[src/rtl/spi_frame_decoder_pkg.sv]
// -----------------------------------------------------------------------------
// spi_frame_decoder_pkg
// Shared definitions for the SPI frame decoder:
//   - state_e : HUNT / PAYLOAD / CHECK / DRAIN (2-bit encoding)
//   - err_e   : error codes reported on err_code
//   - DEFAULT_SYNC, DEFAULT_MAX_LEN, DEFAULT_TIMEOUT_CYC
//   - satInc16 : saturating 16-bit increment used by the drop counter
// -----------------------------------------------------------------------------
package spi_frame_decoder_pkg;

    typedef enum logic [1:0] {
        ST_HUNT    = 2'd0,
        ST_PAYLOAD = 2'd1,
        ST_CHECK   = 2'd2,
        ST_DRAIN   = 2'd3
    } state_e;

    typedef enum logic [1:0] {
        ERR_NONE    = 2'd0,
        ERR_BADLEN  = 2'd1,
        ERR_CSUM    = 2'd2,
        ERR_TIMEOUT = 2'd3
    } err_e;

    localparam logic [15:0] DEFAULT_SYNC        = 16'hA55A;
    localparam int          DEFAULT_MAX_LEN     = 16;
    localparam int          DEFAULT_TIMEOUT_CYC = 4096;

    function automatic logic [15:0] satInc16(input logic [15:0] v);
        return (v == 16'hFFFF) ? v : v + 16'd1;
    endfunction

endpackage

[src/rtl/spi_frame_decoder_buf.sv]
// -----------------------------------------------------------------------------
// spi_frame_decoder_buf
// Payload buffer: DEPTH x 32 words, one synchronous write port and one
// combinational read port, so it maps onto distributed RAM.
// Ports:
//   clk      in   clock
//   we_i     in   write enable
//   waddr_i  in   write address
//   wdata_i  in   write data
//   raddr_i  in   read address
//   rdata_o  out  read data (combinational from raddr_i)
// -----------------------------------------------------------------------------
module spi_frame_decoder_buf #(
    parameter int DEPTH = 16,
    parameter int AW    = $clog2(DEPTH)
) (
    input  logic          clk,
    input  logic          we_i,
    input  logic [AW-1:0] waddr_i,
    input  logic [31:0]   wdata_i,
    input  logic [AW-1:0] raddr_i,
    output logic [31:0]   rdata_o
);

    logic [31:0] mem_q [DEPTH];

    // No reset on the storage: contents are only read back after being
    // written within the same packet.
    always_ff @(posedge clk) begin
        if (we_i) begin
            mem_q[waddr_i] <= wdata_i;
        end
    end

    assign rdata_o = mem_q[raddr_i];

endmodule

[src/rtl/spi_frame_decoder.sv]
// -----------------------------------------------------------------------------
// spi_frame_decoder
// Frames 32-bit words from the SPI receive slave into packets
// (header, LEN payload words, XOR checksum), buffers the payload and only
// releases it on a valid/ready stream once the checksum has matched.
// Ports:
//   clk, reset_n      clock, asynchronous active-low reset
//   en                0 aborts any packet silently and holds HUNT
//   word_in/word_rdy  received word and its single-cycle strobe
//   out_data/chan/last/valid, out_ready   payload stream
//   pkt_ok / pkt_err  single-cycle result pulses
//   err_code          last error cause, held until the next pkt_err
//   drop_cnt          saturating count of discarded words
// -----------------------------------------------------------------------------
module spi_frame_decoder
    import spi_frame_decoder_pkg::*;
#(
    parameter logic [15:0] SYNC        = DEFAULT_SYNC,
    parameter int          MAX_LEN     = DEFAULT_MAX_LEN,
    parameter int          TIMEOUT_CYC = DEFAULT_TIMEOUT_CYC
) (
    input  logic        clk,
    input  logic        reset_n,
    input  logic        en,
    input  logic [31:0] word_in,
    input  logic        word_rdy,
    output logic [31:0] out_data,
    output logic [7:0]  out_chan,
    output logic        out_last,
    output logic        out_valid,
    input  logic        out_ready,
    output logic        pkt_ok,
    output logic        pkt_err,
    output logic [1:0]  err_code,
    output logic [15:0] drop_cnt
);

    localparam int PW = $clog2(MAX_LEN);
    localparam int LW = PW + 1;
    localparam int TW = $clog2(TIMEOUT_CYC + 1);
    localparam logic [TW-1:0] TMO_LAST = TW'(TIMEOUT_CYC - 1);

    state_e         state_q,    state_d;
    logic [7:0]     chan_q,     chan_d;
    logic [LW-1:0]  len_q,      len_d;
    logic [31:0]    csum_q,     csum_d;
    logic [PW-1:0]  wr_ptr_q,   wr_ptr_d;
    logic [PW-1:0]  rd_ptr_q,   rd_ptr_d;
    logic [TW-1:0]  tmo_q,      tmo_d;
    logic           pkt_ok_q,   pkt_ok_d;
    logic           pkt_err_q,  pkt_err_d;
    err_e           err_code_q, err_code_d;
    logic [15:0]    drop_cnt_q, drop_cnt_d;

    logic           buf_we;
    logic [31:0]    buf_rdata;
    logic           len_ok;
    logic           last_beat;
    logic           accept;

    spi_frame_decoder_buf #(
        .DEPTH (MAX_LEN)
    ) u_buf (
        .clk     (clk),
        .we_i    (buf_we),
        .waddr_i (wr_ptr_q),
        .wdata_i (word_in),
        .raddr_i (rd_ptr_q),
        .rdata_o (buf_rdata)
    );

    assign len_ok    = (word_in[7:0] != 8'd0) && (int'(word_in[7:0]) <= MAX_LEN);
    assign last_beat = ({1'b0, rd_ptr_q} == (len_q - LW'(1)));

    // The pkt_ok cycle is already in DRAIN but holds the stream back one
    // cycle so the first beat appears the cycle after the pulse.
    assign out_valid = en && (state_q == ST_DRAIN) && !pkt_ok_q;
    assign accept    = out_valid && out_ready;

    // Stream fields are forced to zero outside a beat so nothing undefined
    // from the unreset buffer ever reaches the pins.
    assign out_data  = out_valid ? buf_rdata : 32'd0;
    assign out_chan  = out_valid ? chan_q    : 8'd0;
    assign out_last  = out_valid && last_beat;

    assign pkt_ok    = pkt_ok_q;
    assign pkt_err   = pkt_err_q;
    assign err_code  = err_code_q;
    assign drop_cnt  = drop_cnt_q;

    // Next-state logic. A word strobe always takes priority over the
    // timeout, since it clears the counter in the same cycle.
    always_comb begin
        state_d    = state_q;
        chan_d     = chan_q;
        len_d      = len_q;
        csum_d     = csum_q;
        wr_ptr_d   = wr_ptr_q;
        rd_ptr_d   = rd_ptr_q;
        tmo_d      = tmo_q;
        pkt_ok_d   = 1'b0;
        pkt_err_d  = 1'b0;
        err_code_d = err_code_q;
        drop_cnt_d = drop_cnt_q;
        buf_we     = 1'b0;

        if (!en) begin
            state_d = ST_HUNT;
        end else begin
            case (state_q)
                ST_HUNT: begin
                    if (word_rdy) begin
                        if (word_in[31:16] == SYNC) begin
                            if (len_ok) begin
                                chan_d   = word_in[15:8];
                                len_d    = word_in[LW-1:0];
                                csum_d   = word_in;
                                wr_ptr_d = '0;
                                tmo_d    = '0;
                                state_d  = ST_PAYLOAD;
                            end else begin
                                pkt_err_d  = 1'b1;
                                err_code_d = ERR_BADLEN;
                            end
                        end else begin
                            drop_cnt_d = satInc16(drop_cnt_q);
                        end
                    end
                end
                ST_PAYLOAD: begin
                    if (word_rdy) begin
                        buf_we   = 1'b1;
                        csum_d   = csum_q ^ word_in;
                        wr_ptr_d = wr_ptr_q + PW'(1);
                        tmo_d    = '0;
                        if ({1'b0, wr_ptr_q} == (len_q - LW'(1))) begin
                            state_d = ST_CHECK;
                        end
                    end else if (tmo_q == TMO_LAST) begin
                        pkt_err_d  = 1'b1;
                        err_code_d = ERR_TIMEOUT;
                        state_d    = ST_HUNT;
                    end else begin
                        tmo_d = tmo_q + TW'(1);
                    end
                end
                ST_CHECK: begin
                    if (word_rdy) begin
                        if (word_in == csum_q) begin
                            pkt_ok_d = 1'b1;
                            rd_ptr_d = '0;
                            state_d  = ST_DRAIN;
                        end else begin
                            pkt_err_d  = 1'b1;
                            err_code_d = ERR_CSUM;
                            state_d    = ST_HUNT;
                        end
                    end else if (tmo_q == TMO_LAST) begin
                        pkt_err_d  = 1'b1;
                        err_code_d = ERR_TIMEOUT;
                        state_d    = ST_HUNT;
                    end else begin
                        tmo_d = tmo_q + TW'(1);
                    end
                end
                ST_DRAIN: begin
                    if (word_rdy) begin
                        drop_cnt_d = satInc16(drop_cnt_q);
                    end
                    if (accept) begin
                        rd_ptr_d = rd_ptr_q + PW'(1);
                        if (last_beat) begin
                            state_d = ST_HUNT;
                        end
                    end
                end
                default: state_d = ST_HUNT;
            endcase
        end
    end

    // State registers, all cleared by the asynchronous reset.
    always_ff @(posedge clk or negedge reset_n) begin
        if (!reset_n) begin
            state_q    <= ST_HUNT;
            chan_q     <= '0;
            len_q      <= '0;
            csum_q     <= '0;
            wr_ptr_q   <= '0;
            rd_ptr_q   <= '0;
            tmo_q      <= '0;
            pkt_ok_q   <= 1'b0;
            pkt_err_q  <= 1'b0;
            err_code_q <= ERR_NONE;
            drop_cnt_q <= '0;
        end else begin
            state_q    <= state_d;
            chan_q     <= chan_d;
            len_q      <= len_d;
            csum_q     <= csum_d;
            wr_ptr_q   <= wr_ptr_d;
            rd_ptr_q   <= rd_ptr_d;
            tmo_q      <= tmo_d;
            pkt_ok_q   <= pkt_ok_d;
            pkt_err_q  <= pkt_err_d;
            err_code_q <= err_code_d;
            drop_cnt_q <= drop_cnt_d;
        end
    end

endmodule
[config.mk]
export PLATFORM = sky130hd
export DESIGN_NAME = spi_frame_decoder
export DESIGN_NICKNAME = d
export VERILOG_FILES = /design/src/rtl/spi_frame_decoder_pkg.sv /design/src/rtl/spi_frame_decoder_buf.sv /design/src/rtl/spi_frame_decoder.sv
export SDC_FILE = /design/constraint.sdc
export NUM_CORES = 1
export LEC_CHECK = 0
export BUFFER_PORTS_ARGS = -buffer_cell sky130_fd_sc_hd__buf_2
export CORE_ASPECT_RATIO = 1.1
export CORE_MARGIN = 2
export CORE_UTILIZATION = 40
export DETAILED_ROUTE_END_ITERATION = 12
export PLACE_DENSITY = 0.65
export SLEW_MARGIN = 20
export SYNTH_ARGS = -nofsm -noshare
export SYNTH_HDL_FRONTEND = slang
export SYNTH_HIERARCHICAL = 1
export SYNTH_SLANG_ARGS = --single-unit
[constraint.sdc]
create_clock -name clk -period 6 [get_ports clk]
set_clock_uncertainty 0.15 [all_clocks]
set_input_delay 0.3 -clock clk [delete_from_list [all_inputs] [get_ports clk]]
set_output_delay 0.3 -clock clk [all_outputs]
set_load 0.01 [all_outputs]
# [Word-level counts from Yosys, hierarchy flattened]
# Memory sizes are Yosys's and may differ from the RTL's.
# Cells that the tools add are included.
[word_totals] ff_bits=88 ramBits=512 n_memories=1 input_bits=37 output_inout_bits=62
[classes] n_lt_le_gt_ge=1 reduce_logical=19 add_sub_neg=5 n_eq_ne=28 mux=66 n_bitwise=1
[mem_list] memory="u_buf.mem_q" depth=16 width=32 read_ports=1 rd_ports_with_merged_regs=0 write_ports=1 line_no="spi_frame_decoder_buf.sv:25" rtl="logic [31:0] mem_q [DEPTH];"
[ops] op="32-bit two-way mux" n=5
[ops] op="13-bit two-way mux" n=6
[ops] op="16-bit two-way mux" n=4
[ops] op="32-bit one-hot mux with 2 select lines" n=1
[ops] op="13-bit one-hot mux with 3 select lines" n=1
[ops] op="2-bit two-way mux" n=18
[ops] op="16-bit == test, second input constant" n=2
[ops] op="32-bit == test" n=1
[ops] op="16-bit one-hot mux with 2 select lines" n=1
[ops] op="32-bit bitwise XOR" n=1
[ops] op="4-bit two-way mux" n=7
[ops] op="2-bit inequality test, second input constant" n=12
[ops] op="3-bit inequality test, second input constant" n=6
[ops] op="6-bit AND reduction" n=3
[ops] op="1-bit two-way mux" n=17
[ops] op="16-bit by 1-bit adder with 16-bit output, second input constant" n=1
[ops] op="4-bit one-hot mux with 2 select lines" n=2
[ops] op="5-bit AND reduction" n=3
[ops] op="13-bit by 1-bit adder with 13-bit output, second input constant" n=1
[ops] op="13-bit by 12-bit == test with 1-bit output, second input constant" n=1
[ops] op="4-bit by 5-bit == test with 1-bit output" n=2
[ops] op="4-bit by 1-bit adder with 4-bit output, second input constant" n=2
[ops] op="8-bit by 5-bit less-or-equal comparator with 1-bit output, second input constant" n=1
[ops] op="8-bit two-way mux" n=1
[ops] op="14 further kinds" n=21

# [Longest topological paths before layout]
[logic_depth] depth_word=7 depth_mapped=9 mapped_depth_nobuf=8

# [Cells and area by module]
# The synthesis kept the hierarchy.
[by_module_without_submodules] module="spi_frame_decoder_buf" cells_per_inst=806 instances=1 area_each_um2=19194.7
[by_module_without_submodules] module="spi_frame_decoder" cells_per_inst=577 instances=1 area_each_um2=5311.3

# [Worst setup path before layout]
# OpenSTA, ideal clock, no wires.
[synth_path] kind="flip-flop to flip-flop" start="register state_q[1]" end="memory u_buf.mem_q[0][0], enable pin" synth_period_minus_slack_ns=4.521 t_arrival_ns=3.910 n_path_buf=1 path_stages_with_launch=7 required_time_ns=5.389 path_slack_ns=1.479 setup_time_ns=0.461 cell_sequence="dfrtp_1 > inv_1 > ha_1 > clkbuf_1 > and3_1 > or3b_2 > nor3_1"
[synth_via] elab_chain_cells=5
[synth_lines] element="from (decl)" line_no="spi_frame_decoder.sv:43" rtl="state_e state_q, state_d;"
[synth_lines] element="from (signal assigned)" line_no="spi_frame_decoder.sv:197" rtl="state_q <= state_d;"
[synth_lines] element="2-bit by 1-bit == test with 1-bit output" line_no="spi_frame_decoder.sv:110" rtl="case (state_q)"
[synth_lines] element="1-bit two-way mux" line_no="spi_frame_decoder.sv:110"
[synth_lines] element="1-bit two-way mux" line_no="spi_frame_decoder.sv:107" rtl="if (!en) begin"
[synth_lines] element="named net buf_we" line_no="spi_frame_decoder.sv:55" rtl="logic buf_we;"
[synth_lines] element="1-bit two-way mux" line_no="spi_frame_decoder_buf.sv:30" rtl="if (we_i) begin"
[synth_lines] element="1-bit two-way mux (implied by the code)" line_no="spi_frame_decoder_buf.sv:31" rtl="mem_q[waddr_i] <= wdata_i;"
[synth_lines] element="to (decl)" line_no="spi_frame_decoder_buf.sv:25"
# The timed path passes the listed nets, and every way through them passes these cells.

# [Worst setup path after layout]
[layout_path] start="register rd_ptr_q[1]" end="output port out_data[4]"
[layout_via] elab_chain_cells=2
[layout_lines] element="from (decl)" line_no="spi_frame_decoder.sv:48" rtl="logic [PW-1:0] rd_ptr_q, rd_ptr_d;"
[layout_lines] element="from (signal assigned)" line_no="spi_frame_decoder.sv:202" rtl="rd_ptr_q <= rd_ptr_d;"
[layout_lines] element="memory read 16 x 32 bit"
[layout_lines] element="named net buf_rdata[4]" line_no="spi_frame_decoder.sv:56" rtl="logic [31:0] buf_rdata;"
[layout_lines] element="32-bit two-way mux" line_no="spi_frame_decoder.sv:82" rtl="assign out_data = out_valid ? buf_rdata : 32'd0;"
[layout_lines] element="to (decl)" line_no="spi_frame_decoder.sv:27" rtl="output logic [31:0] out_data,"
# The timed path passes the listed nets, and every way through them passes these cells.

==> flow_metrics.tcl <==
set metrics [dict create \
    run_status "complete, no violations" \
    critPathCaptureType "output pin" \
    fp.dieW_um 240 \
    start_util_pct 40.3 \
    cp-start-kind "flop" \
    slew_headroom_pct 27.2 \
    drive_above_1_share_pct 24.9 \
    cpPeakStageDelay_ns 0.78 \
    hold_path_class "in2async" \
    rsz0062_at_grt "no" \
    clk_latency_ns 0.62 \
    syn_area_per_cell_um2 17.7 \
    netlist.area_leader.share_pct 62.7 \
    cp_num_buf_inv 2 \
    synth_top_family_by_area "multiplexers" \
    worst_slew_pin_slew_ns 1.09 \
    numClockSinks 600 \
    rows 95 \
    path_class "reg2out" \
    synth-async-reset-ratio_pct 14.7 \
    cts-htree-levels 2 \
    nets 1590 \
    worst_ep_required_time_ns 5.55 \
    synth_cell_types 58 \
    crit_path_max_fanout 58 \
    pin_count 99 \
    first_global_vias 13600 \
    final_core_util_pct 46.7 \
    worst_ep_arrival_time_ns 3.26 \
    gp_congestion 0.813 \
    synth_xor_area_share_pct 2.24 \
    yosys_warnings 6 \
    r2r-end "u_buf/mem_q[3][4]" \
    synth-simple-area-share_pct 5.82 \
    grt_max_degree 77 \
    fmax_mhz 269 \
    drc 0 \
    finalMaxSlewViolations 0 \
    ys_seq_area_share_pct 71.7 \
    setup_tns_ns 0 \
    wl_per_cell_um 23.3 \
    synthesis.instances 1383 \
    gr-total-overflow 0 \
    post-route-period-util_pct 61.9 \
    synthMuxAreaShare_pct 12.5 \
    fp.coreArea_mm2 0.0609 \
    drtIter0Drc 1197 \
    max-cap-violations 0 \
    setup_violations 0 \
    grt_first_pass_wirelength_um 85200 \
    reg2reg_depth 6 \
    crit_family "buffers and inverters" \
    synth_area_mm2 0.0245 \
    ant_nets 0 \
    fp.dieH_um 264 \
    min_period_ns 3.71 \
    grt_use_total_pct 18.0 \
    synth_edf_count 512 \
    ctsLongestPathBuffers 3 \
    yosysTopAreaCell "edfxtp_1" \
    antenna_found_initial 2 \
    routed_via_density 5.55 \
    powerDensity_mw_per_mm2 310 \
    dp.final_hpwl_um 31600 \
    numCtsBuffers 59 \
    regToRegStartpoint "state_q[1]" \
    post-cts-setup-buffers 0 \
    yosys_register_bits 600 \
    crit_chain "buf_4, mux4_2, a22oi_1, nand2_1, and2_1, buf_2" \
    io_buffers 98 \
    tritoncts "built" \
    synth_area_leaders "edfxtp_1 (63%), mux4_2 (12%), dfrtp_1 (9.0%)" \
    synth_flop_cell "edfxtp_1" \
    post_cts_resized 0 \
    cp_slowest_cell "buf_4" \
    synth-compound-area-share_pct 5.80 \
    setup_ws_ns 2.29 \
    drt_pass1_iterations 5 \
    vias 13400 \
    area.growth.synth_to_final_pct 16.1 \
    root_buffer "clkbuf_16" \
    power_leakage_nw 9.59 \
    ir_worst_vdd_mv 0.214 \
    synthTopCellsByCount "edfxtp_1 (512), mux4_2 (128), dfrtp_1 (88)" \
    die_area_mm2 0.0633 \
    synth.most_common_cell "edfxtp_1" \
    total_power_mw 8.82 \
    post-place-ws_ns 2.31 \
    cts.clk_slew.worst_paths_ns 0.06 \
    synth_fa_ha_area_share_pct 0.511 \
    syn_nets 1430 \
    hold_viol 0 \
    wirelength_um 56300 \
    r2r_setup_slack_ns 2.67 \
]
## worst max path at each step
stage | startpoint | end | slack (ns) | cells past startpoint
3_5_place_dp | word_in[17] | wr_ptr_q[0] | 2.31 | 7
4_1_cts | rd_ptr_q[0] | out_data[4] | 1.90 | 6
2_1_floorplan | state_q[1] | u_buf/mem_q[0][0] | 1.48 | 6
3_3_place_gp | word_in[16] | wr_ptr_q[0] | 2.41 | 7
6_report | rd_ptr_q[1] | out_data[4] | 2.29 | 6
5_1_grt | rd_ptr_q[0] | out_data[4] | 2.08 | 6
## through the flow
stage,hold slack [ns],cell area (um^2),instances
floorplan,-0.146,24500,1383
global placement,0.128,26100,2271
detailed placement,0.132,26100,2271
CTS,0.00749,28400,2415
global route,0.0392,28400,2417
finish,0.0341,28400,2418
## kinds of logic (layout without fill, tap and decap cells)
family          Yosys count  in the layout
flops                   600            600
simple gates            266            266
compound gates          223            223
mux                     144            144
buf+inv                  79            288
xor+xnor                 61             61
fa+ha+maj                10             10
other cells               0              2
## worst reg2reg max path: cells and delay by family, from the launching register on
family / cells / cell delay [ns]
adder cells (fa/ha/maj): 1 / 0.18
buffers and inverters: 2 / 0.57
flip-flops: 1 / 0.43
AND/OR/NAND/NOR: 3 / 1.68
## layer usage
| metal | share of wire, % | vias up | wire [um] | track usage, % |
|---|---|---|---|---|
| met5 | 0.023 | - | 13 | 0 |
| met3 | 6.2 | 89 | 3470 | 3.27 |
| met2 | 49 | 411 | 27800 | 29.8 |
| met4 | 2.1 | 2 | 1180 | 4.52 |
| li1 | - | 5881 | - | - |
| met1 | 42 | 7027 | 23800 | 24.7 |
## cell type report
type / instances / area (um^2)
multi-input combinational: 704 / 6730
sequential: 600 / 17600
tap: 824 / 1030
clock inverter: 28 / 299
antenna: 2 / 5.00
fill: 5191 / 32400
timing repair buffer: 166 / 1110
inverter: 12 / 45.0
clock buffer: 82 / 1630
## sequential cells by signal (all words and copies together) (netlist names)
signal and cells:
pkt_err 1, csum_q 32, u_buf/mem_q 512, rd_ptr_q 4
pkt_ok 1, err_code 2, chan_q 8, len_q 5
tmo_q 13, state_q 2, wr_ptr_q 4, drop_cnt 16
## placed cells by master, fill, tap and decap left out, types with 8 or more instances in the layout
cell type and n:
and2_1 46, o21ai_0 48, buf_2 97, or3_1 9, edfxtp_1 512, nor2_1 14
clkbuf_16 59, mux2_2 13, ha_1 9, a21oi_1 77, clkinv_1 8, mux4_2 128
nor2_4 13, nand3_1 48, xnor2_1 55, dfrtp_1 86, dlygate4sd3_1 34, a22oi_1 64
buf_4 33, inv_1 12, nand2_1 59, clkbuf_1 16, nand4_1 21, clkinv_2 8
## power breakdown
part	total (mW)	switching [mW]	internal, mW
Sequential	4.71	0.0931	4.62
Combinational	0.419	0.252	0.167
Clock	3.69	1.54	2.15
## what timing repair did
item / 4_1_cts / 5_1_grt
hold buffers: 34 / 0
endpoints found under the hold margin: 538 / 0
setup endpoints to repair: 0 / 0
(Power assumes the default switching activity.)
